### config.mk
export PLATFORM = sky130hd
export DESIGN_NAME = mmio_console_ctrl
export DESIGN_NICKNAME = d
export VERILOG_FILES = /design/src/rtl/mmio_console_ctrl.sv
export SDC_FILE = /design/constraint.sdc
export NUM_CORES = 1
export LEC_CHECK = 0
export BUFFER_PORTS_ARGS = -buffer_cell sky130_fd_sc_hd__clkbuf_2
export CORE_UTILIZATION = 61
export DETAILED_ROUTE_END_ITERATION = 16
export PLACE_DENSITY_LB_ADDON = 0.08
export SLEW_MARGIN = 30
export SYNTH_ARGS = -nofsm -noshare
export SYNTH_HDL_FRONTEND = slang
export SYNTH_SLANG_ARGS = --single-unit
### constraint.sdc
create_clock -name clk -period 8.82 [get_ports clk]
set_clock_uncertainty 0.15 [all_clocks]
set_input_delay 0.882 -clock clk [delete_from_list [all_inputs] [get_ports clk]]
set_output_delay 0.882 -clock clk [all_outputs]
set_load 0.02 [all_outputs]
### src/rtl/mmio_console_ctrl.sv
// Memory-mapped console output: CPU stores to a 16-byte window feed a byte FIFO
// that drains to a valid/ready byte sink; status/control are readable in-cycle.
module mmio_console_ctrl #(
  parameter logic [31:0] BASE_ADDR = 32'h1000_0000,
  parameter int          DEPTH     = 16,
  parameter int          AW        = $clog2(DEPTH)
) (
  input  logic        clk,
  input  logic        rst_n,
  input  logic        bus_re,
  input  logic [3:0]  bus_we,
  input  logic [31:0] bus_addr,
  input  logic [31:0] bus_wdata,
  output logic [31:0] bus_rdata,
  output logic        bus_hit,
  output logic        tx_valid,
  output logic [7:0]  tx_data,
  input  logic        tx_ready
);

  typedef enum logic [1:0] {
    REG_TXDATA = 2'd0,
    REG_STATUS = 2'd1,
    REG_CTRL   = 2'd2,
    REG_RSVD   = 2'd3
  } reg_off_e;

  localparam logic [AW:0] DEPTH_C = (AW + 1)'(DEPTH);

  logic [7:0]  mem [DEPTH];
  logic [AW-1:0] wr_ptr_q, wr_ptr_d, rd_ptr_q, rd_ptr_d;
  logic [AW:0]   count_q, count_d;
  logic [7:0]    ovf_q, ovf_d;
  logic          enable_q, enable_d;

  logic     hit, wr_en, do_push, do_ctrl, push_ok, pop, full, empty;
  reg_off_e off;
  logic     unused_bits;

  assign unused_bits = ^{bus_addr[1:0], bus_wdata[31:8]};

  assign hit     = (bus_addr[31:4] == BASE_ADDR[31:4]);
  assign off     = reg_off_e'(bus_addr[3:2]);
  assign bus_hit = hit && (bus_re || (|bus_we));
  assign wr_en   = hit && bus_we[0];
  assign do_push = wr_en && (off == REG_TXDATA);
  assign do_ctrl = wr_en && (off == REG_CTRL);

  assign full     = (count_q == DEPTH_C);
  assign empty    = (count_q == '0);
  assign tx_valid = enable_q && !empty;
  assign tx_data  = tx_valid ? mem[rd_ptr_q] : 8'h00;
  assign pop      = tx_valid && tx_ready;
  // Full is judged on pre-cycle state, so a same-cycle pop never rescues a push.
  assign push_ok  = do_push && !full;

  // NOTE: every signal assigned in always_comb gets a default first, so no path leaves it unassigned and no latch is inferred.
  always_comb begin
    wr_ptr_d = wr_ptr_q;
    rd_ptr_d = rd_ptr_q;
    count_d  = count_q;
    ovf_d    = ovf_q;
    enable_d = enable_q;

    if (do_push && full && (ovf_q != 8'hFF)) ovf_d = ovf_q + 8'd1;
    if (push_ok) wr_ptr_d = wr_ptr_q + 1'b1;
    if (pop)     rd_ptr_d = rd_ptr_q + 1'b1;

    case ({push_ok, pop})
      2'b10:   count_d = count_q + 1'b1;
      2'b01:   count_d = count_q - 1'b1;
      default: count_d = count_q;
    endcase

    if (do_ctrl) begin
      enable_d = bus_wdata[0];
      if (bus_wdata[1]) begin
        wr_ptr_d = '0;
        rd_ptr_d = '0;
        count_d  = '0;
        ovf_d    = '0;
      end
    end
  end

  // NOTE: sequential state uses non-blocking assignments so every register samples pre-edge values.
  always_ff @(posedge clk or negedge rst_n) begin
    if (!rst_n) begin
      wr_ptr_q <= '0;
      rd_ptr_q <= '0;
      count_q  <= '0;
      ovf_q    <= '0;
      enable_q <= 1'b1;
    end else begin
      wr_ptr_q <= wr_ptr_d;
      rd_ptr_q <= rd_ptr_d;
      count_q  <= count_d;
      ovf_q    <= ovf_d;
      enable_q <= enable_d;
    end
  end

  // NOTE: FIFO storage has no reset; empty/valid come from the reset pointers, so stale contents are never observed.
  always_ff @(posedge clk) begin
    if (push_ok) mem[wr_ptr_q] <= bus_wdata[7:0];
  end

  always_comb begin
    bus_rdata = 32'h0;
    if (bus_re && hit) begin
      case (off)
        REG_STATUS: bus_rdata = {8'h00, ovf_q, 8'(count_q), 5'b0, enable_q, full, empty};
        REG_CTRL:   bus_rdata = {31'b0, enable_q};
        default:    bus_rdata = 32'h0;
      endcase
    end
  end

endmodule
==> key figures, run 1 <==
Setup path
  – Crit end category: output port
  – Required @ worst endpoint: 7.79 ns
  – WP data arrival: 3.12 ns
  – Max Fanout on Critical Path: 18
  – Reg2reg start: count_q[1]
  – WS Path Type: reg2out
  – Startpoint Class: flip-flop
  – Worst setup startpoint: rd_ptr_q[0]

Synthesis
  – Top FF cell, synth: edfxtp_1
  – Yosys top cell by area: edfxtp_1
  – Post-Syn Instances: 433
  – Area contributors post-synth: edfxtp_1, mux4_2, dfrtp_1
  – Synth Register Bits: 150
  – Avg Synthesized Cell Area: 15.84 sq um
  – Synth top cells by count: edfxtp_1, mux4_2, nor2_1
  – Share of Yosys cell area claimed by the top area cell type: 56.04%
  – Cell area after synthesis: 6859 sq um
  – Post-synthesis sequential area ratio: 64.08%
  – Netlist cell types: 52
  – Yosys warns: 0
  – Count leader, synth: edfxtp_1
  – Ys async rst share: 14.67%
  – Post-synth EDFFs: 128

Timing
  – Final Setup Violations: 0
  – Worst Tran Pin Value: 0.8631 ns
  – Min Clock Period, post-route: 4.154 ns
  – Final Max Slew Viols: 0
  – Rel. slew slack: 42.46%
  – Setup_tns: 0 ns
  – Unrepaired setup endpoints after global routing: no
  – Final Hold Viols: 0
  – Fin crit share: 47.10%
  – Peak Freq: 240.7 MHz

Run status
  – Status: completed

Place
  – Hpwl dp: 8483 um
  – Dpl cells: 628
  – Port Buf Inserts: 71
  – Placer Congestion: 0.7631

Cells and area
  – Layout cells sized above 1: 30.77%
  – Filler Cell Count: 694
  – Layout Nets: 591
  – Final Non-Filler Cells: 660
  – Syn-to-layout area delta: 13.88%
  – Layout Utilization: 71.74%
  – N_diodes: 0

Die
  – # IOs: 114
  – Die X-Extent: 108.0 um
  – Die height: 108.0 um
  – Cell Rows: 38
  – Initial Util: 63.00%
  – Full die area: 11670 sq um
  – Core box area: 10890 sq um

Global route
  – Vias in the first global route: 3738
  – GRT Total Usage: 24.32%
  – Number of antenna violations at the first check in global routing: 0
  – Largest net degree at the start of global routing: 36
  – Remaining global-route overflow: 0
  – First-pass GRT wire length: 20170 um

Clock network
  – Cts bufs inserted: 17
  – Root buf cell: clkbuf_8
  – Worst-Skew Late Latency: 0.51 ns
  – CTS Hold Bufs: 0
  – Worst-case clock buffer depth: 2
  – Number of post-CTS setup repair buffers: 0
  – Clock transition at path regs: 0.06 ns
  – Post-CTS Resized: 0
  – Clock tree from TritonCTS: yes
  – TritonCTS Sinks: 150
  – CTS HTree Levels: 4

Pwr
  – Power per cell area: 190.0 nW/um^2
  – Peak supply drop: 0.0001574 V
  – Total power: 1.484 mW
  – P_leak: 2.795 nW

Flow run
  – Max Cap Viol: 0

Route
  – Vias: 3910
  – Wire per inst: 19.67 um
  – Total Wirelength: 12980 um
  – Post-route ant nets: 0
  – Post-route DRC violation count: 0
  – First-iteration detailed-routing DRC count: 333
  – First-pass detailed-route iteration total: 5
  – Vias/cell: 5.924

Min path
  – Tightest Hold Check Type: in2async
-- cells by family after synthesis --
logic type      after synthesis  share of synthesized area, %
simple gates                126                         11.33
xor+xnor                     16                         2.043
flops                       150                         64.08
other cells                   1                       0.05467
buf+inv                      49                         4.341
mux                          44                         12.28
fa+ha+maj                    12                         2.189
compound gates               35                         3.685
-- layer usage --
metal	global-route usage (%)	wire [um]
met1	34.50	5767
met2	38.26	6400
met3	5.244	705
met4	7.241	108
met5	0	0
-- worst paths after layout --
kind | to | slack (ns) | cells after the start
max in group asynchronous | rd_ptr_q[0] | 7.90 | 1
worst max-delay path | tx_data[0] | 4.67 | 6
worst min register to register | ovf_q[1] | 0.47 | 2
min in group clk | ovf_q[1] | 0.47 | 2
worst max register to register | count_q[4] | 5.53 | 13
worst min-delay path | ovf_q[6] | 0.21 | 1
-- layout make-up --
cell class                      instances  area, sq um  area share, %
Clock inverter                         14        148.9          1.906
Multi-Input combinational cell        249         2222          28.45
Inverter                               12        47.55         0.6087
Sequential cell                       150         4399          56.32
Timing Repair Buffer                   77        400.4          5.126
Tap cell                              140        175.2          2.243
Clock buffer                           18        417.9          5.350
-- metrics by stage --
step	hold slack, ns	worst slack [ns]	area, sq um
global placement	0.4438	5.074	7243
finish	0.2051	4.666	7811
global route	0.2356	4.450	7811
floorplan	0.3908	5.554	6915
detailed placement	0.4572	5.016	7244
CTS	0.2038	4.582	7811
-- where the power goes --
| group | switching [mW] | internal [mW] | leakage (nW) |
|---|---|---|---|
| registers | 0.00000000273 | 0.770 | 1.43 |
| clock network | 0.278 | 0.404 | 0.265 |
| logic | 0.0226 | 0.00898 | 1.10 |
| total | 0.301 | 1.18 | 2.79 |
-- sequential cells by signal, indices dropped and copies added, names as in the netlist --
register  flops
count_q       5
ovf_q         8
wr_ptr_q      4
mem         128
enable_q      1
rd_ptr_q      4
-- cell usage in the layout, fill, tap and decap left out, types with 11 or more instances in the layout --
cell       netlist  layout
clkbuf_2         1      71
and2_1          24      24
dfrtp_1         21      18
mux2i_1         11      11
nand3_1         13      13
xnor2_1         11      11
nor2_1          27      27
inv_1           11      11
ha_1            12      12
a211oi_1        17      17
edfxtp_1       128     128
clkbuf_16        0      16
conb_1           1      16
mux4_2          32      32
-- critical path, stage by stage (launching register included) --
cell and delay [ns]:
dfrtp_2 0.74, buf_4 0.44, mux4_2 0.55, nor2b_1 0.14, a211oi_1 0.38, a211oi_1 0.13, clkbuf_2 0.21
No activity file was read; power rests on OpenSTA's default activity.
==> run 2, diff against run 1 <==
--- a/config.mk
+++ b/config.mk
@@ -6,7 +6,7 @@
 export NUM_CORES = 1
 export LEC_CHECK = 0
 export BUFFER_PORTS_ARGS = -buffer_cell sky130_fd_sc_hd__clkbuf_2
-export CORE_UTILIZATION = 61
+export CORE_UTILIZATION = 51
 export DETAILED_ROUTE_END_ITERATION = 16
 export PLACE_DENSITY_LB_ADDON = 0.08
 export SLEW_MARGIN = 30
==> constraint.sdc (replaced) <==
create_clock -name clk -period 3.3 [get_ports clk]
set_clock_uncertainty 0.15 [all_clocks]
set_input_delay 0.33 -clock clk [delete_from_list [all_inputs] [get_ports clk]]
set_output_delay 0.33 -clock clk [all_outputs]
set_load 0.02 [all_outputs]
==> key figures, run 2 (synthesis gave the netlist of run 1 again) <==
Run status
  – Status: completed

Pwr
  – Total power: 3.960 mW
  – P_leak: 2.853 nW
  – Power per cell area: 497.6 nW/um^2
  – Peak supply drop: 0.0002408 V

Die
  – Core box area: 13190 sq um
  – Die X-Extent: 118.0 um
  – Initial Util: 52.00%
  – Full die area: 13920 sq um
  – Cell Rows: 42
  – Die height: 118.0 um
  – # IOs: 114

Clock network
  – Root buf cell: clkbuf_16
  – TritonCTS Sinks: 150
  – Clock tree from TritonCTS: yes
  – CTS HTree Levels: 4
  – Worst-case clock buffer depth: 2
  – Number of post-CTS setup repair buffers: 0
  – Clock transition at path regs: 0.06 ns
  – Cts bufs inserted: 17
  – Worst-Skew Late Latency: 0.42 ns

Global route
  – GRT Total Usage: 20.53%
  – First-pass GRT wire length: 20990 um
  – Vias in the first global route: 3913
  – Remaining global-route overflow: 0
  – Largest net degree at the start of global routing: 26
  – Number of antenna violations at the first check in global routing: 0

Setup path
  – Crit end category: output port
  – Slowest CP cell: dfrtp_1
  – WS Path Type: reg2out
  – Reg2reg start: count_q[0]
  – Required @ worst endpoint: 2.82 ns
  – Worst reg-to-reg path cell count: 13
  – Crit-path cells: buf_4, mux4_2, mux2i_1, a211oi_1, clkbuf_2
  – Max Fanout on Critical Path: 15
  – CP peak stage delay: 0.77 ns
  – WP data arrival: 2.60 ns
  – Startpoint Class: flip-flop
  – Worst setup startpoint: rd_ptr_q[1]

Route
  – First-pass detailed-route iteration total: 4
  – Total Wirelength: 13100 um
  – Post-route ant nets: 0
  – Wire per inst: 18.51 um
  – Post-route DRC violation count: 0
  – Vias: 3860
  – First-iteration detailed-routing DRC count: 309
  – Vias/cell: 5.452

Timing
  – Final Setup Violations: 0
  – Min Clock Period, post-route: 3.080 ns
  – Setup_tns: 0 ns
  – Worst Tran Pin Value: 0.9551 ns
  – Peak Freq: 324.7 MHz
  – Fin crit share: 93.32%
  – Final Max Slew Viols: 0
  – Final Hold Viols: 0
  – Unrepaired setup endpoints after global routing: no
  – Rel. slew slack: 36.32%

Place
  – Placer Congestion: 0.8749
  – Port Buf Inserts: 71
  – Dpl cells: 675
  – Hpwl dp: 8989 um

Cells and area
  – Final Non-Filler Cells: 708
  – Most common cell after layout, fill and taps aside: edfxtp_1
  – Layout Utilization: 60.33%
  – Filler Cell Count: 1035
  – Largest regs: mem: 128 flops, ovf_q: 8 flops, count_q: 5 flops
  – Commonest non-fill, non-tap cells in the layout: edfxtp_1, clkbuf_2, mux4_2, nor2_1, and2_1
  – Top reg by flops: mem
  – Layout Nets: 603
  – Max reg flops: 128
  – Layout cells sized above 1: 31.95%
  – N_diodes: 0
  – Syn-to-layout area delta: 16.02%

Min path
  – Worst hold stages: 3
  – Hold Crit Start: tx_ready
  – Tightest Hold Check Type: in2reg

Flow run
  – Max Cap Viol: 0
## run 2: cell count changes in the layout (fill, tap and decap cells not counted), moves of 2 or more
cell and change:
clkinvlp_4 +3, clkinv_2 +3, dfrtp_1 +2, inv_6 -3, dfrtp_2 -2, buf_4 +10
## run 2: stage by stage
step                      area [sq um]  hold WS [ns]  setup WS (ns)
after floorplan                   6915       -0.1156         0.2896
after global placement            7382        0.2061         0.3704
after detailed placement          7382        0.2180         0.2899
after CTS                         7958       0.08652         0.2179
after global routing              7958        0.1123        0.01128
final                             7958       0.09613         0.2205
## run 2: where the power goes
group          internal (mW)  switching [mW]
clock network           1.10           0.717
logic                 0.0246          0.0594
registers               2.06   0.00000000679
total                   3.18           0.776
## run 2: metal layers
layer | vias up | part of all wire (%) | track usage, % | wire, um
li1 | 1824 | - | - | -
met1 | 1908 | 43 | 25.38 | 5578
met2 | 119 | 51 | 34.82 | 6703
met3 | 9 | 5.1 | 4.312 | 665
met4 | 0 | 1.2 | 9.135 | 155
met5 | - | 0 | 0 | 0
## run 2: path summary, 6_finish.rpt
check                              endpoint  slack, ns
worst max-delay path             tx_data[0]       0.22
worst min-delay path            rd_ptr_q[1]        0.1
worst max register to register   count_q[4]       0.28
worst min register to register     ovf_q[1]       0.45
max in group asynchronous       rd_ptr_q[0]       2.29
min in group asynchronous          ovf_q[0]       0.29
## run 2: what timing repair did
action | 4_1_cts | 5_1_grt
endpoints found under the hold margin | 21 | 0
resized for setup | 0 | 0
hold buffers | 1 | 0
## run 2: final cells by class
class / instances / area (sq um) / area share, %
clock buffer: 18 / 429.2 / 5.393
clock inverter: 14 / 136.4 / 1.714
inverter: 12 / 47.55 / 0.5975
multi-input combinational: 249 / 2222 / 27.92
sequential: 150 / 4397 / 55.25
tap: 176 / 220.2 / 2.767
timing repair buffer: 89 / 505.5 / 6.352
## run 2: critical path: cells and delay by family (launching register included)
kind	cells	cell delay, ns
mux	2	0.31
flops	1	0.77
compound gates	1	0.51
buf+inv	2	0.58
